File: src/rtl/tnn_feature_framer.sv
// Collects seven raw feature beats, quantizes each to 2 bits and presents the
// assembled sample to the classifier; malformed frames are flagged and dropped.
//
// state   | meaning
// COLLECT | accepting beats, idx selects the destination feature register
// FULL    | complete sample held on input_a..input_g, waiting for m_ready
// DROP    | overlong frame, discarding beats until s_last
module tnn_feature_framer #(
  parameter logic [7:0] TH1 = 8'd64,
  parameter logic [7:0] TH2 = 8'd128,
  parameter logic [7:0] TH3 = 8'd192
) (
  input  logic        clk,
  input  logic        rst_n,
  input  logic        s_valid,
  output logic        s_ready,
  input  logic [7:0]  s_data,
  input  logic        s_last,
  output logic        m_valid,
  input  logic        m_ready,
  output logic [1:0]  input_a,
  output logic [1:0]  input_b,
  output logic [1:0]  input_c,
  output logic [1:0]  input_d,
  output logic [1:0]  input_e,
  output logic [1:0]  input_f,
  output logic [1:0]  input_g,
  output logic        err_frame,
  output logic [15:0] sample_cnt
);

  typedef enum logic [1:0] {COLLECT, FULL, DROP} state_t;

  state_t           state, state_nxt;
  logic [2:0]       idx, idx_nxt;
  logic             err_nxt;
  logic             store;
  logic             xfer;
  logic [1:0]       q;
  logic [6:0][1:0]  feat;
  logic [15:0]      cnt_q;

  always_comb begin
    q = 2'd3;
    if (s_data < TH1)      q = 2'd0;
    else if (s_data < TH2) q = 2'd1;
    else if (s_data < TH3) q = 2'd2;
  end

  always_comb begin
    state_nxt = state;
    idx_nxt   = idx;
    err_nxt   = 1'b0;
    store     = 1'b0;
    xfer      = 1'b0;
    s_ready   = 1'b0;
    m_valid   = 1'b0;
    case (state)
      COLLECT: begin
        s_ready = 1'b1;
        if (s_valid) begin
          if (idx == 3'd6) begin
            idx_nxt = 3'd0;
            if (s_last) begin
              store     = 1'b1;
              state_nxt = FULL;
            end else begin
              err_nxt   = 1'b1;
              state_nxt = DROP;
            end
          end else if (s_last) begin
            // short frame: the partial values are left behind but never shown
            idx_nxt = 3'd0;
            err_nxt = 1'b1;
          end else begin
            store   = 1'b1;
            idx_nxt = idx + 3'd1;
          end
        end
      end
      FULL: begin
        m_valid = 1'b1;
        if (m_ready) begin
          xfer      = 1'b1;
          state_nxt = COLLECT;
        end
      end
      DROP: begin
        s_ready = 1'b1;
        if (s_valid && s_last) state_nxt = COLLECT;
      end
      default: state_nxt = COLLECT;
    endcase
  end

  always_ff @(posedge clk or negedge rst_n) begin
    if (!rst_n) begin
      state     <= COLLECT;
      idx       <= 3'd0;
      err_frame <= 1'b0;
      cnt_q     <= 16'd0;
      feat      <= '0;
    end else begin
      state     <= state_nxt;
      idx       <= idx_nxt;
      err_frame <= err_nxt;
      if (xfer && cnt_q != 16'hFFFF) cnt_q <= cnt_q + 16'd1;
      for (int i = 0; i < 7; i++) begin
        if (store && idx == 3'(i)) feat[i] <= q;
      end
    end
  end

  assign input_a    = feat[0];
  assign input_b    = feat[1];
  assign input_c    = feat[2];
  assign input_d    = feat[3];
  assign input_e    = feat[4];
  assign input_f    = feat[5];
  assign input_g    = feat[6];
  assign sample_cnt = cnt_q;

endmodule

File: config.mk
export PLATFORM = sky130hd
export DESIGN_NAME = tnn_feature_framer
export DESIGN_NICKNAME = d
export VERILOG_FILES = /design/src/rtl/tnn_feature_framer.sv
export SDC_FILE = /design/constraint.sdc
export NUM_CORES = 1
export LEC_CHECK = 0
export CAP_MARGIN = 20
export CORE_ASPECT_RATIO = 1.4
export CORE_MARGIN = 3
export CORE_UTILIZATION = 28
export DETAILED_ROUTE_END_ITERATION = 10
export GPL_TIMING_DRIVEN = 0
export PLACE_DENSITY = 0.54
export SLEW_MARGIN = 20
export SYNTH_ARGS = -nofsm -noshare
export SYNTH_HDL_FRONTEND = slang
export SYNTH_SLANG_ARGS = --single-unit
File: constraint.sdc
create_clock -name clk -period 1.9 [get_ports clk]
set_input_delay 0.38 -clock clk [delete_from_list [all_inputs] [get_ports clk]]
set_output_delay 0.38 -clock clk [all_outputs]
set_load 0.02 [all_outputs]
==> metrics.yaml, run 1 <==
yosys:
  synth_edf_count: 0
  seq_area_frac_synth: 0.535
  yosysMostFrequentCell: "dfrtp_1"
  ys_warn_count: 0
  synth_common_cells: "dfrtp_1 (36), mux2_2 (15), xor2_1 (11)"
  syn_avg_cell_area_um2: 11.9
  synth_top_area_frac: 0.535
  synth_seq_cells: 36
  synth_area_leaders: "dfrtp_1 (54%), mux2_2 (10%), xor2_1 (5.7%)"
  yosysTopAreaCell: "dfrtp_1"
  ys_async_sr_fraction: 1.00
  synth_ff_type: "dfrtp_1"
  ys_types: 26
  synth_cells: 142
  synth_nets: 161
  synth_area_um2: 1680
timing:
  finalCritPeriodShare: 0.988
  hold_viol: 0
  postLayoutSetupSlackWorst_ns: 0.0236
  fin_skew_ns: 0.00601
  fmax_mhz: 533
  setup_viol: 0
  slew_viol_final: 0
  period_minus_slack_ns: 1.88
  tightestPinTransition_ns: 0.382
  max-slew-margin-rel: 0.744
die:
  coreArea_um2: 5650
  die-area_um2: 6990
  die_x_um: 71.5
  rows: 32
  initial_utilization: 0.298
  num_io_pins: 46
  die_h_um: 97.7
pwr:
  p_leak_nw: 1.04
  peakVddDrop_uv: 791
  p_per_area_nw_per_um2: 1040
setup_path:
  worstSetupPathType: "input pin to flop"
  cp-start-kind: "input pin"
  reg2reg_from: "sample_cnt[0]"
  r2r_slack_ns: 0.15
  worstPathRequired_ns: 2.08
  crit_start: "s_valid"
  cp-endpoint: "input_b[0]"
  timing.rr.end: "sample_cnt[12]"
  r2r_cells: 5
  crit_path_max_fanout: 4
  critPathArrivalTime_ns: 2.06
  crit_path_end_kind: "flop"
drt:
  first_pass_iters: 4
  drc: 0
  vias: 1279
  postRouteAntennaNets: 0
  routed_wl_um: 3770
  first_iter_violations: 73
  wl_per_cell_um: 14.4
  vias_per_cell: 4.90
layout:
  drive_gt1_frac: 0.176
  fin_nets: 211
  area_growth_pct: 38.3
  diodes: 0
  post_layout_nonfiller_instances: 261
place:
  placed_cells: 250
  dp_slack_ns: -0.412
  numPortBuffers: 39
  gp_congestion: 0.771
  dp_hpwl_um: 2850
clock_network:
  clkSinkCount: 36
  clockBufferDepth: 2
  insertion_delay_ns: 0.29
  clk_pin_slew_worst_paths_ns: 0.08
  cts-root-buf: "clkbuf_8"
  cts_buffers: 5
  cts_tree: "done"
  cts_max_level: 2
global_routing:
  grt_pass1_wl_um: 6370
  antenna_found_initial: 0
  grt_pass1_vias: 1382
  grt_start_max_net_pins: 32
  grt_overflow: 0
  grt.total_usage: 0.115
worst_hold_path:
  hp-class: "input pin to async pin"
status:
  status: "completed"
flow_run:
  cap_violations: 0
==> power breakdown <==
group / internal, W / switching, W / leakage [nW]
registers: 0.000917 / 0.000110 / 0.466
logic: 0.000386 / 0.000346 / 0.524
clock network: 0.000388 / 0.000280 / 0.0541
total: 0.00169 / 0.000736 / 1.04
==> metrics by stage <==
stage / utilization / hold WS [ns] / setup TNS, ns / instance area (um2) / total power, W
after floorplan: - / 0.0844 / 0 / 1680 / 0.00139
after global placement: 0.382 / 0.465 / -14.78 / 2160 / 0.00175
after detailed placement: 0.385 / 0.223 / -3.17 / 2170 / 0.00177
after CTS: 0.410 / 0.463 / 0 / 2310 / 0.00246
after global routing: 0.412 / 0.483 / -0.00281 / 2330 / 0.00254
final: 0.412 / 0.461 / 0 / 2330 / 0.00243
==> timing repair <==
| item | in CTS | in global routing |
|---|---|---|
| pin swaps | 1 | 0 |
| endpoints found under the setup margin | 11 | 10 |
| setup buffers | 2 | 0 |
| gates cloned | 0 | 0 |
| resized for setup | 2 | 2 |
| hold buffers | 1 | 0 |
| hold endpoints to repair | 5 | 0 |
==> worst max-delay path, cell delays in order <==
cell and delay (ns):
clkdlybuf4s50_1 0.53, or3b_2 0.54, nor3_4 0.19, nand2_1 0.13, mux2_2 0.28
==> metal layers <==
metal  vias to the layer above  share of wire  GRT usage
met5                         -              0          0
met2                        40           0.49      0.193
met1                       634           0.42      0.131
met4                         0          0.015     0.0478
li1                        599              -          -
met3                         6          0.070     0.0391
==> kinds of logic (layout without fill, tap and decap cells) <==
logic type | Yosys count | after routing | synth area share
multiplexers | 16 | 16 | 0.109
XOR/XNOR | 15 | 15 | 0.0781
buffers and inverters | 9 | 60 | 0.0201
AND/OR/NAND/NOR | 53 | 53 | 0.172
AO/OA/AOI/OAI | 7 | 7 | 0.0402
adder cells (fa/ha/maj) | 6 | 6 | 0.0446
flip-flops | 36 | 36 | 0.535
==> flip-flops by register name (all words and copies together), names as in the netlist <==
name / flops
idx: 3
input_f: 2
input_c: 2
input_g: 2
state: 2
sample_cnt: 16
input_d: 2
input_a: 2
input_e: 2
input_b: 2
err_frame: 1
==> cells in the final DEF (no fill, tap or decap), drive strengths merged, types with 5 or more instances in the layout <==
cell / Yosys / final
xor2: 11 / 11
dfrtp: 36 / 36
nand2: 10 / 10
nor3: 8 / 8
nor4: 5 / 5
clkbuf: 0 / 5
ha: 6 / 6
clkdlybuf4s50: 0 / 37
mux2: 16 / 16
nand4: 6 / 6
nor2: 10 / 10
inv: 9 / 9
nand3: 7 / 7
==> worst min-delay path by stage <==
stage	from	endpoint	slack, ns	cells past startpoint
after floorplan	rst_n	err_frame	0.08	0
after global placement	state[0]	state[1]	0.46	1
after detailed placement	rst_n	sample_cnt[2]	0.22	1
after CTS	rst_n	sample_cnt[2]	0.46	2
after global routing	rst_n	sample_cnt[2]	0.48	2
final	rst_n	sample_cnt[2]	0.46	2
==> final cells by class <==
type	count	area, um2
flip-flops and latches	36	901
clock buffers	5	68.8
clock inverters	3	42.5
inverters	9	33.8
repair buffers	43	429
multi-input cells	97	767
well taps	68	85.1
fillers	534	3320
Power figures use the tool's default switching activity.
==> inputs of run 2 (changes only) <==
- CORE_MARGIN: 3 -> 5
==> metrics.yaml, run 2 (same netlist as run 1, synthesis figures left out) <==
layout:
  area_growth_pct: 39.7
  diodes: 0  # unchanged
  fill_cells: 577  # +8.1%
  largest_reg_flops: 16  # unchanged
  final_common_cell: "clkdlybuf4s50_1"
  stdcell_area_um2: 2350  # +1.0%
  mostFrequentLayoutCells: "clkdlybuf4s50_1 (37), dfrtp_1 (36), mux2_2 (15)"
  drive_gt1_frac: 0.176  # unchanged
  fin_nets: 211  # unchanged
  postLayoutCoreUtil: 0.401  # -0.0113
drt:
  wl_per_cell_um: 14.1  # -2.5%
  vias: 1239  # -3.1%
  first_pass_iters: 4  # unchanged
  first_iter_violations: 40  # -45%
  postRouteAntennaNets: 0  # unchanged
  drc: 0  # unchanged
  vias_per_cell: 4.71  # -3.9%
  routed_wl_um: 3700  # -1.7%
global_routing:
  gr-usage-met1: 0.130  # -0.000984
  grt.total_usage: 0.109  # -0.00596
  antenna_found_initial: 0  # unchanged
  grt_overflow: 0  # unchanged
  grt_start_max_net_pins: 25  # -22%
  grt_pass1_wl_um: 6220  # -2.4%
  grt-busiest-layer: "met2"
  grt_pass1_vias: 1272  # -8.0%
  met3_usage: 0.0328  # -0.00636
  gr-usage-met2: 0.180  # -0.0137
die:
  num_io_pins: 46  # unchanged
  die_x_um: 75.5  # +5.6%
  initial_utilization: 0.287  # -0.0111
  die_h_um: 102  # +4.1%
  die-area_um2: 7680  # +9.9%
  coreArea_um2: 5860  # +3.9%
  rows: 33  # +3.1%
timing:
  fin_skew_ns: 0.00635  # +0.000340 ns
  finalCritPeriodShare: 0.954  # -0.0339
  slew_viol_final: 0  # unchanged
  max-slew-margin-rel: 0.726  # -0.0182
  tns_ns: 0  # unchanged
  fmax_mhz: 552  # +3.6%
  rsz0062_at_grt: "no"
  hold-worst-slack_ns: 0.495  # +0.0338 ns
  setup_viol: 0  # unchanged
  hold_viol: 0  # unchanged
  tightestPinTransition_ns: 0.410  # +0.0272 ns
  period_minus_slack_ns: 1.81  # -0.0645 ns
clock_network:
  cts_tree: "done"
  clockBufferDepth: 2  # unchanged
  clkSinkCount: 36  # unchanged
  insertion_delay_ns: 0.29  # about the same
  cts_max_level: 2  # unchanged
  cts-root-buf: "clkbuf_8"
  clk_pin_slew_worst_paths_ns: 0.07  # about the same
  cts_buffers: 5  # unchanged
setup_path:
  critPathArrivalTime_ns: 1.43  # -0.63 ns
  reg2reg_from: "idx[0]"
  r2r_slack_ns: 0.16  # about the same
  cp_cell_sequence: "inv_1 > clkdlybuf4s50_1"
  crit_path_end_kind: "primary output"
  worstPathBufferInverterCount: 2  # +1
  timing.rr.end: "input_f[1]"
  crit_slowest_cell: "clkdlybuf4s50_1"
  slowest_delay_ns: 0.62  # +0.08 ns
  worstSetupPathType: "flop to primary output"
  crit_path_max_fanout: 5  # +1
  r2r_cells: 6  # +1
  cp-start-kind: "flop"
  crit_family: "buffers and inverters"
  worstPathRequired_ns: 1.52  # -0.56 ns
pwr:
  p_per_area_nw_per_um2: 1060  # +1.5%
  p_leak_nw: 1.07  # +2.4%
  peakVddDrop_uv: 691  # -13%
  p_total_w: 0.00249  # +2.5%
worst_hold_path:
  holdCritStartpoint: "sample_cnt[15]"
  holdPathStages: 1
  min_to: "sample_cnt[15]"
  hp-class: "flop to flop"
place:
  gp_congestion: 0.768  # -0.39%
  numPortBuffers: 39  # unchanged
  place_area_um2: 2180  # +0.12%
  dp_hpwl_um: 2810  # -1.4%
flow_run:
  cap_violations: 0  # unchanged
status:
  status: "completed"
==> run 2: cell types whose count changed in the layout (fill, tap and decap cells not counted), sizes merged <==
cell and change:
clkinvlp -1, dlymetal6s2s +1, dlygate4sd2 -1, clkinv -1
clkbuf +2
==> run 2: cell type report <==
cell class                      count  area, um2  area share
Timing Repair Buffer               43        433       0.184
Inverter                            9       33.8      0.0144
Tap cell                           70       87.6      0.0373
Clock buffer                        7       96.3      0.0410
Multi-Input combinational cell     97        769       0.327
Clock inverter                      1       30.0      0.0128
Sequential cell                    36        901       0.383
==> run 2: routing by layer <==
layer | share of wire | routed length [um] | vias to the layer above
li1 | - | - | 597
met1 | 0.42 | 1540 | 598
met2 | 0.50 | 1860 | 38
met3 | 0.064 | 235 | 6
met4 | 0.018 | 66 | 0
met5 | 0 | 0 | -
==> run 2: how the worst max path moves through the flow <==
stage	startpoint	to	slack (ns)	depth (start not counted)
2_1_floorplan	sample_cnt[5]	sample_cnt[1]	0.12	3
3_3_place_gp	rst_n	input_a[0]	-0.46	1
3_5_place_dp	s_valid	input_a[0]	-0.37	5
4_1_cts	state[0]	m_valid	0.01	3
5_1_grt	state[0]	s_ready	0.01	2
6_report	state[0]	s_ready	0.09	2
==> run 2: stage by stage <==
step	setup slack [ns]	instances
2_1_floorplan	0.120	142
3_3_place_gp	-0.461	251
3_5_place_dp	-0.367	252
4_1_cts	0.0110	263
5_1_grt	0.0137	263
6_report	0.0881	263
==> run 2: power breakdown <==
part           switching, W  leakage, nW  internal, W
sequential         0.000106        0.466     0.000917
clock              0.000273       0.0645     0.000463
combinational      0.000343        0.539     0.000386
total              0.000722         1.07      0.00177
==> run 2: repair_timing <==
item	CTS	global route
endpoints found under the setup margin	8	13
endpoints found under the hold margin	12	0
gates resized for setup	1	4
buffers inserted	2	0
hold buffers	1	0
pin swaps	1	0
==> run 2: worst reg2reg max path, cell delays in order (launching register included) <==
cell     delay [ns]
dfrtp_1        0.41
inv_1          0.09
ha_1           0.25
nand2_1        0.14
xor2_2         0.26
nand4_1        0.18
mux2_2         0.31
==> inputs of run 3 (changes only) <==
- RECOVER_POWER: unset -> 100
==> metrics.yaml, run 3 (same netlist as run 1, synthesis figures left out) <==
die:
  coreArea_um2: 5860  # unchanged
  initial_utilization: 0.287  # unchanged
  die-area_um2: 7680  # unchanged
  die_h_um: 102  # unchanged
  num_io_pins: 46  # unchanged
  die_x_um: 75.5  # unchanged
  rows: 33  # unchanged
layout:
  largest_reg_flops: 16  # unchanged
  seq_area_um2: 901  # unchanged
  final_common_cell: "dfrtp_1"
  area_growth_pct: 38.7
  diodes: 0  # unchanged
  fill_cells: 579  # +0.35%
  multi_input_area_um2: 766  # -0.49%
  mostFrequentLayoutCells: "dfrtp_1 (36), dlygate4sd3_1 (27), mux2_2 (15)"
  fin_nets: 211  # unchanged
  stdcell_area_um2: 2330  # -0.69%
  drive_gt1_frac: 0.166  # -0.0104
setup_path:
  cp-start-kind: "flop"
  r2r_slack_ns: 0.16  # about the same
  crit_path_max_fanout: 5  # unchanged
  critPathArrivalTime_ns: 1.43  # about the same
  worstSetupPathType: "flop to primary output"
  crit_path_end_kind: "primary output"
  worstPathRequired_ns: 1.52  # about the same
place:
  dp_hpwl_um: 2810  # unchanged
  gp_congestion: 0.768  # unchanged
  place_area_um2: 2180  # unchanged
  numPortBuffers: 39  # unchanged
  dp_slack_ns: -0.367  # unchanged
clock_network:
  cts_max_level: 2  # unchanged
  clockBufferDepth: 2  # unchanged
  insertion_delay_ns: 0.29  # about the same
  cts-root-buf: "clkbuf_8"
  cts_tree: "done"
  cts_buffers: 5  # unchanged
  clkSinkCount: 36  # unchanged
  clk_pin_slew_worst_paths_ns: 0.08  # about the same
global_routing:
  grt_pass1_vias: 1272  # unchanged
  grt_overflow: 0  # unchanged
  grt_pass1_wl_um: 6220  # unchanged
  antenna_found_initial: 0  # unchanged
  grt_start_max_net_pins: 25  # unchanged
  grt.total_usage: 0.109  # unchanged
timing:
  postLayoutSetupSlackWorst_ns: 0.0891  # +0.00102 ns
  period_minus_slack_ns: 1.81  # -0.00102 ns
  tightestPinTransition_ns: 0.764  # +0.354 ns
  fin_skew_ns: 0.00647  # +0.000124 ns
  hold_viol: 0  # unchanged
  max-slew-margin-rel: 0.491  # -0.235
  setup_viol: 0  # unchanged
  finalCritPeriodShare: 0.953  # about the same
  rsz0062_at_grt: "no"
  slew_viol_final: 0  # unchanged
  fmax_mhz: 552  # about the same
worst_hold_path:
  hp-class: "flop to flop"
drt:
  first_iter_violations: 43  # +7.5%
  vias_per_cell: 4.76  # +1.0%
  postRouteAntennaNets: 0  # unchanged
  routed_wl_um: 3670  # -0.73%
  drc: 0  # unchanged
  vias: 1252  # +1.0%
  first_pass_iters: 4  # unchanged
  wl_per_cell_um: 14.0  # -0.73%
pwr:
  peakVddDrop_uv: 656  # -5.0%
  p_per_area_nw_per_um2: 1040  # -2.0%
  p_leak_nw: 1.10  # +2.5%
status:
  status: "completed"
flow_run:
  cap_violations: 0  # unchanged
[run 3: timing repair]
action                     in CTS  in global routing
buffers inserted                2                  0
hold buffers                    1                  0
gates resized for setup         1                  4
setup endpoints to repair       8                 13
pin swaps                       1                  0
hold endpoints to repair       12                  0
[run 3: stage by stage]
| step | cells | power [W] | utilization | setup TNS (ns) | hold slack, ns |
|---|---|---|---|---|---|
| 6_report | 263 | 0.00242 | 0.398 | 0 | 0.489 |
| 5_1_grt | 263 | 0.00257 | 0.398 | 0 | 0.524 |
| 4_1_cts | 263 | 0.00253 | 0.398 | 0 | 0.494 |
| 3_5_place_dp | 252 | 0.00177 | 0.371 | -2.99 | 0.297 |
| 3_3_place_gp | 251 | 0.00176 | 0.369 | -19.34 | 0.482 |
| 2_1_floorplan | 142 | 0.00139 | - | 0 | 0.0844 |
[run 3: final cells by class]
type / instances / share of cell area
clock inverters: 1 / 0.0129
well taps: 70 / 0.0375
flip-flops and latches: 36 / 0.386
inverters: 9 / 0.0145
repair buffers: 43 / 0.180
multi-input cells: 97 / 0.328
clock buffers: 7 / 0.0413
[run 3: routing by layer]
layer	vias up	part of all wire	GRT usage
met5	-	0	0
met4	0	0.019	0.0444
met3	7	0.066	0.0328
met2	42	0.50	0.180
met1	604	0.41	0.130
li1	599	-	-
[run 3: final timing paths]
check | startpoint | to | cells past startpoint
setup / recovery | state[0] | s_ready | 2
hold / removal | sample_cnt[15] | sample_cnt[15] | 1
setup reg to reg | idx[0] | input_f[1] | 6
hold reg to reg | sample_cnt[15] | sample_cnt[15] | 1
max in group asynchronous | rst_n | input_c[1] | 3
min in group asynchronous | rst_n | sample_cnt[13] | 2
[run 3: report_power, final]
group          internal (W)  switching (W)  total (W)
Combinational      0.000329       0.000342   0.000671
Clock              0.000463       0.000272   0.000735
Sequential         0.000917      0.0000982    0.00102
Total               0.00171       0.000713    0.00242
[run 3: critical path: stages (launching register included)]
cell and delay, ns:
dfrtp_1 0.41, inv_1 0.12, clkdlybuf4s50_1 0.62
